$ cat src/rtl/uart_pkg.sv
// Shared definitions for the UART receiver: frame geometry, default baud
// divider, receiver FSM states and the 2-of-3 vote used when the optional
// majority sampler (UART_RX_MAJORITY_EN) is built.
package uart_pkg;

    // 50 MHz system clock / 19200 baud
    localparam int UART_DEFAULT_BAUD_DIV = 2604;

    // 8N1 framing: eight data bits, LSB first
    localparam int UART_DATA_BITS = 8;

    typedef enum logic [1:0] {
        IDLE  = 2'd0,
        START = 2'd1,
        DATA  = 2'd2,
        STOP  = 2'd3
    } rx_state_t;

    // 2-of-3 majority of three line samples
    function automatic logic majority3(input logic [2:0] samples);
        return (samples[0] & samples[1]) |
               (samples[0] & samples[2]) |
               (samples[1] & samples[2]);
    endfunction

endpackage

$ cat src/rtl/uart_rx_baud_cnt.sv
// Bit-timing down-counter for the UART receiver. The FSM loads either a
// half-bit count (to land in the middle of the start bit) or a full-bit
// count (to step from one bit centre to the next). The counter then runs
// down and parks at zero; expire is high whenever it sits at zero, and the
// FSM only pays attention to it outside IDLE.
module uart_rx_baud_cnt
    import uart_pkg::*;
#(
    parameter int BAUD_DIV = UART_DEFAULT_BAUD_DIV
) (
    input  logic clk,
    input  logic rst,
    input  logic load_half,
    input  logic load_full,
    output logic expire
);

    localparam int CNT_W = $clog2(BAUD_DIV);
    localparam logic [CNT_W-1:0] HALF_LOAD = CNT_W'(BAUD_DIV / 2 - 1);
    localparam logic [CNT_W-1:0] FULL_LOAD = CNT_W'(BAUD_DIV - 1);

    logic [CNT_W-1:0] cnt;

    // Load on request, otherwise count down and hold at zero
    always_ff @(posedge clk or posedge rst) begin
        if (rst) begin
            cnt <= '0;
        end else if (load_full) begin
            cnt <= FULL_LOAD;
        end else if (load_half) begin
            cnt <= HALF_LOAD;
        end else if (cnt != '0) begin
            cnt <= cnt - CNT_W'(1);
        end
    end

    assign expire = (cnt == '0);

endmodule

$ cat src/rtl/uart_receiver.sv
// 8N1 UART receiver with ready/clear handshake and sticky framing/overrun
// flags. RX is synchronised through two flops, a falling edge on the
// synchronised line starts a frame, and each bit is sampled at its centre.
// Optional feature: define UART_RX_MAJORITY_EN to take every bit (and the
// start-bit check) as the 2-of-3 vote of the last three synchronised samples
// instead of the single sample at the bit centre.
module uart_receiver
    import uart_pkg::*;
#(
    parameter int BAUD_DIV = UART_DEFAULT_BAUD_DIV
) (
    input  logic                      clk,
    input  logic                      rst,
    input  logic                      RX,
    input  logic                      rx_rdy_clr,
    output logic [UART_DATA_BITS-1:0] rx_data,
    output logic                      rx_rdy,
    output logic                      frm_err,
    output logic                      ovr_err
);

    localparam int BIT_CNT_W = $clog2(UART_DATA_BITS);
    localparam logic [BIT_CNT_W-1:0] LAST_BIT = BIT_CNT_W'(UART_DATA_BITS - 1);

    rx_state_t state;
    rx_state_t next_state;

    logic rx_meta;
    logic rx_sync;
    logic rx_prev;
    logic fall_det;
    logic bit_val;

    logic load_half;
    logic load_full;
    logic expire;
    logic shift_en;
    logic cnt_clr;
    logic stop_good;
    logic stop_bad;

    logic [BIT_CNT_W-1:0]      bit_cnt;
    logic [UART_DATA_BITS-1:0] shift_reg;

    // Two-flop synchroniser plus one delay flop for edge detection; all idle
    // high so reset never looks like a start edge
    always_ff @(posedge clk or posedge rst) begin
        if (rst) begin
            rx_meta <= 1'b1;
            rx_sync <= 1'b1;
            rx_prev <= 1'b1;
        end else begin
            rx_meta <= RX;
            rx_sync <= rx_meta;
            rx_prev <= rx_sync;
        end
    end

    // Needs the line high then low, so a held-low break cannot restart a frame
    assign fall_det = rx_prev & ~rx_sync;

`ifdef UART_RX_MAJORITY_EN
    logic [1:0] rx_hist;

    // Keep the two previous synchronised samples; with the live sample they
    // form the three-sample voting window ending at the bit centre
    always_ff @(posedge clk or posedge rst) begin
        if (rst) begin
            rx_hist <= 2'b11;
        end else begin
            rx_hist <= {rx_hist[0], rx_sync};
        end
    end

    assign bit_val = majority3({rx_hist, rx_sync});
`else
    assign bit_val = rx_sync;
`endif

    uart_rx_baud_cnt #(
        .BAUD_DIV (BAUD_DIV)
    ) u_baud_cnt (
        .clk       (clk),
        .rst       (rst),
        .load_half (load_half),
        .load_full (load_full),
        .expire    (expire)
    );

    // FSM state register
    always_ff @(posedge clk or posedge rst) begin
        if (rst) begin
            state <= IDLE;
        end else begin
            state <= next_state;
        end
    end

    // Next-state and per-cycle control strobes
    always_comb begin
        next_state = state;
        load_half  = 1'b0;
        load_full  = 1'b0;
        shift_en   = 1'b0;
        cnt_clr    = 1'b0;
        stop_good  = 1'b0;
        stop_bad   = 1'b0;
        case (state)
            IDLE: begin
                if (fall_det) begin
                    load_half  = 1'b1;
                    next_state = START;
                end
            end
            START: begin
                if (expire) begin
                    if (bit_val) begin
                        next_state = IDLE;
                    end else begin
                        load_full  = 1'b1;
                        cnt_clr    = 1'b1;
                        next_state = DATA;
                    end
                end
            end
            DATA: begin
                if (expire) begin
                    shift_en  = 1'b1;
                    load_full = 1'b1;
                    if (bit_cnt == LAST_BIT) begin
                        next_state = STOP;
                    end
                end
            end
            STOP: begin
                if (expire) begin
                    if (bit_val) begin
                        stop_good = 1'b1;
                    end else begin
                        stop_bad = 1'b1;
                    end
                    next_state = IDLE;
                end
            end
            default: begin
                next_state = IDLE;
            end
        endcase
    end

    // Data-bit counter, cleared when a valid start bit is confirmed
    always_ff @(posedge clk or posedge rst) begin
        if (rst) begin
            bit_cnt <= '0;
        end else if (cnt_clr) begin
            bit_cnt <= '0;
        end else if (shift_en) begin
            bit_cnt <= bit_cnt + BIT_CNT_W'(1);
        end
    end

    // LSB-first shift register: each new bit enters at the top
    always_ff @(posedge clk or posedge rst) begin
        if (rst) begin
            shift_reg <= '0;
        end else if (shift_en) begin
            shift_reg <= {bit_val, shift_reg[UART_DATA_BITS-1:1]};
        end
    end

    // Output byte and status flags; a frame event in the same cycle as an
    // acknowledge takes priority over the clear
    always_ff @(posedge clk or posedge rst) begin
        if (rst) begin
            rx_data <= '0;
            rx_rdy  <= 1'b0;
            frm_err <= 1'b0;
            ovr_err <= 1'b0;
        end else begin
            if (stop_good) begin
                rx_data <= shift_reg;
                rx_rdy  <= 1'b1;
            end else if (rx_rdy_clr) begin
                rx_rdy <= 1'b0;
            end

            if (stop_bad) begin
                frm_err <= 1'b1;
            end else if (rx_rdy_clr) begin
                frm_err <= 1'b0;
            end

            if (stop_good && rx_rdy && !rx_rdy_clr) begin
                ovr_err <= 1'b1;
            end else if (rx_rdy_clr) begin
                ovr_err <= 1'b0;
            end
        end
    end

endmodule

$ cat config.mk
export PLATFORM = sky130hd
export DESIGN_NAME = uart_receiver
export DESIGN_NICKNAME = d
export VERILOG_FILES = /design/src/rtl/uart_pkg.sv /design/src/rtl/uart_rx_baud_cnt.sv /design/src/rtl/uart_receiver.sv
export SDC_FILE = /design/constraint.sdc
export NUM_CORES = 1
export LEC_CHECK = 0
export BUFFER_PORTS_ARGS = -buffer_cell sky130_fd_sc_hd__buf_4
export CORE_ASPECT_RATIO = 1.1
export CORE_MARGIN = 2
export CORE_UTILIZATION = 53
export CTS_CLUSTER_DIAMETER = 120
export DETAILED_ROUTE_END_ITERATION = 6
export PLACE_DENSITY = 0.76
export SYNTH_ARGS = -nofsm -noshare
export SYNTH_HDL_FRONTEND = slang
export SYNTH_SLANG_ARGS = --single-unit
$ cat constraint.sdc
create_clock -name clk -period 2.1 [get_ports clk]
set_input_delay 0.105 -clock clk [delete_from_list [all_inputs] [get_ports clk]]
set_output_delay 0.105 -clock clk [all_outputs]
set_load 0.02 [all_outputs]
---- Word level (Yosys, flattened, before mapping) ----
Cells that the tools add are included.
W data, S select, Z words.
operators by class
  bitwise logic cells ..................... 2
  reductions and logical operators ........ 12
  muxes and demuxes ....................... 28
  add/subtract/negate cells ............... 2
  equality and inequality tests ........... 9
operator list
  kind                     number
  $mux W12                 3
  $mux W1                  15
  $logic_not A12 Y1        1
  $mux W2                  6
  $reduce_bool A12 Y1      1
  $sub A12 B1 Y12 const B  1
  $ne A2 B2 Y1 const B     5
  $pmux W2 S4              1
  $reduce_bool A2 Y1       4
  $mux W3                  2
  $reduce_and A5 Y1        1
  $eq A2 B2 Y1 const B     2
  $add A3 B1 Y3 const B    1
  $eq A3 B3 Y1 const B     1
  $reduce_bool A3 Y1       1
  $eq A2 B1 Y1 const B     1
  $logic_and A1 B1 Y1      2
  $logic_not A2 Y1         1
  $pmux W1 S2              1
  $and A1 B1 Y1            1
  $logic_not A1 Y1         1
  $not A1 Y1               1
word-level totals
  register bits ........................... 39
  logic and storage cells ................. 64

---- Depth between registers and ports, before layout ----
  depth after elaboration ................. 6
  depth in mapped cells ................... 7
  mapped depth without buffers ............ 6

---- Cells and area by module ----
From an unflattened synthesis, not the netlist that was laid out.
second synthesis, totals
  cells, all modules ...................... 147
  area total of the unflattened synthesis .. 1836.8 sq um
modules (own cells, without submodules)
  module            cells an instance  instances  seq. area each (sq um)  area each (sq um)
  uart_receiver     80                 1          679.4                   1113.6
  uart_rx_baud_cnt  67                 1          300.3                   723.2

---- Worst setup path before layout ----
Ideal clock, no wire load.
  path type ............................... flip-flop to flip-flop
  start point ............................. register u_baud_cnt.cnt[0]
  end point ............................... register with a tool-made name
  library setup time ...................... 0.127 ns
  arrival ................................. 1.987 ns
  path slack .............................. -0.015 ns
  stages on the path, launching flop included .. 7
  path buffers ............................ 0
  clock period less this slack ............ 2.115 ns
  cell sequence ........................... dfrtp_1 -> inv_1 -> ha_1 -> nor4b_4 -> a41oi_1 -> or4_1 -> mux2_1
RTL lines
  element                   RTL line                RTL
  start: declaration        uart_rx_baud_cnt.sv:22  logic [CNT_W-1:0] cnt;
  start signal: assignment  uart_rx_baud_cnt.sv:33  cnt <= cnt - CNT_W'(1);

==> impl_metrics.yaml <==
placed_design:
  gp_congestion: 0.873
  dpl.hpwl_mm: 2.62
  dp.cells: 227
  port_buffers: 14
  placed_area_mm2: 0.00210
  place_ws_ns: 0.0119
finish:
  diodes: 0
  n_fill_cell: 261
  final_cells: 245
  area_growth_pct: 23.3
  fin_area_mm2: 0.00227
  drive_above_1_share_pct: 36.5
  final_common_cell: "dfrtp_1"
  layout_common_cells: "dfrtp_1, buf_4, mux2_2, nor2_1, o21ai_0"
  nets: 208
  largest_reg_flops: 12
critical_path:
  cp.arrival_ns: 2.37
  cp.required_ns: 2.34
  critical-path-slowest-cell: "or4_4"
  worst-path-stages: 7
  cp_num_buf_inv: 2
  critPathMaxFanout: 3
  critPathMaxStageDelay_ns: 0.54
  critPathKind: "reg2reg"
  reg2reg_depth: 7
  crit_family: "simple AND/OR/NAND/NOR gates"
  end_kind: "register"
  crit_chain: "inv_2 > ha_4 > nor4b_4 > buf_4 > a31oi_4 > or4_4 > mux2_4"
  start_kind: "register"
logic_synthesis:
  synth_top_area_share_pct: 48.9
  synth_nets: 167
  synth_top_cell_by_area: "dfrtp_1"
  yosys_warnings: 0
  synth_area_leaders: "dfrtp_1, mux2_2, ha_1"
  ys.flop_type: "dfrtp_1"
  synth_enable_flop_cells: 0
  syn_inst: 155
  avgSynthCellArea_um2: 11.9
  synth-async-reset-ratio_pct: 100
  syn_area_mm2: 0.00184
  synth_cell_type_count: 43
  yosysSeqAreaShare_pct: 53.2
  yosys_register_bits: 39
die:
  dieArea_mm2: 0.00397
  core_area_mm2: 0.00333
  die-height_um: 65.9
  num_rows: 22
  die_w_um: 60.2
  start_util_pct: 55.3
  ioPinCount: 15
sta:
  worstMarginPinSlew_ns: 0.482
  setup_viol: 1
  skew_ns: 0.0182
  fmax_mhz: 471
  timing.hold.ws_ns: 0.361
  hold_viol: 0
  slew_viol_final: 0
  post-route-period-util_pct: 101
  max_slew_margin_pct: 67.9
  rsz0062_at_grt: "true"
  setup_ws_ns: -0.0237
  min_period_ns: 2.12
  setup_total_negative_slack_ns: -0.0237
clock_tree:
  cts_max_path_buffers: 2
  clock_latency_ns: 0.35
  cts_buffers: 5
  cts_tree: "yes"
  clkSlewWorstSetupHoldPaths_ns: 0.12
  htreeDepth: 2
  cts.sinks: 39
  clockRootBuffer: "clkbuf_4"
drt:
  antenna_left: 0
  wl_per_cell_um: 15.6
  wl_mm: 3.82
  drt_iter0_drc: 79
  firstDrtPassIters: 4
  num_vias: 1340
  route.detailed.drc: 0
  vias_per_cell: 5.47
global_route:
  overflow: 0
  antenna_found_initial: 0
  grt_util_all_layers_pct: 21.3
  grt_max_degree: 40
  grt_first_pass_wirelength_mm: 6.15
  grt_pass1_vias: 1405
worst_hold_path:
  min_path_type: "reg2reg"
  hold_depth: 0
power_and_ir_drop:
  power_density_mw_per_mm2: 971
  power.leakage_nw: 1.11
  vdd_ir_drop_max_mv: 0.666
run_status:
  status: "complete, but fails checks"
  violations: "negative setup slack"
run:
  drv_cap: 0
-- through the flow --
step                      util (%)  power, mW
after global routing          68.2       2.37
after CTS                     65.7       2.07
after detailed placement      63.1       1.69
final                         68.2       2.21
after floorplan                  -       1.47
after global placement        63.1       1.65
-- synthesized netlist by cell type, drive strengths merged (4+ instances only) --
cell type and instances:
inv 11, xnor2 4, nor3 6, ha 8, nand3 4, dfrtp 36
nand2 4, mux2 16, o21ai 11, nor2 11
-- logic make-up (layout without fill, tap and decap cells) --
| family | after synthesis | after routing | share of synthesized area (%) |
|---|---|---|---|
| AO/OA/AOI/OAI | 24 | 24 | 8.21 |
| XOR/XNOR | 7 | 7 | 3.33 |
| adder cells (fa/ha/maj) | 8 | 8 | 5.43 |
| buffers and inverters | 14 | 56 | 2.92 |
| flip-flops | 39 | 39 | 53.2 |
| multiplexers | 19 | 19 | 11.4 |
| AND/OR/NAND/NOR | 44 | 44 | 15.5 |
-- final timing paths --
| path | start | end | slack [ns] |
|---|---|---|---|
| worst max-delay path | u_baud_cnt.cnt[1]$_DFFE_PP0P_ | register | -0.02 |
| worst max register to register | u_baud_cnt.cnt[1]$_DFFE_PP0P_ | register | -0.02 |
| worst min register to register | rx_meta$_DFF_PP1_ | bit_val$_DFF_PP1_ | 0.36 |
| min in group asynchronous | rst | shift_reg[6]$_DFFE_PP0P_ | 0.42 |
| worst min-delay path | rx_meta$_DFF_PP1_ | bit_val$_DFF_PP1_ | 0.36 |
| max in group asynchronous | rst | bit_val$_DFF_PP1_ | 1.31 |
-- routing by layer --
metal / up-vias / GRT usage (%) / part of all wire (%)
met1: 672 / 23.8 / 40
li1: 632 / - / -
met3: 5 / 5.48 / 4.3
met2: 31 / 38.3 / 55
met4: 0 / 7.22 / 1.1
met5: - / 0 / 0
-- report_power, final --
part	internal [mW]	switching [mW]	total, mW	leakage [nW]
logic	0.432	0.413	0.845	0.572
registers	0.860	0.128	0.988	0.508
clock network	0.134	0.240	0.373	0.0265
total	1.43	0.781	2.21	1.11
-- what timing repair did --
item	CTS	global route
pin swaps	0	7
endpoints found under the setup margin	1	15
buffers inserted	1	7
hold buffers	3	0
endpoints found under the hold margin	38	0
gates resized for setup	0	9
-- layout make-up --
cell class                 count  area [µm²]  share of cell area (%)
sequential                    39         980                    43.1
multi-input combinational    102         857                    37.7
timing repair buffer          37         285                    12.6
tap                           48        60.1                    2.64
clock buffer                   8        48.8                    2.15
inverter                      11        41.3                    1.82
Power figures use the tool's default switching activity.
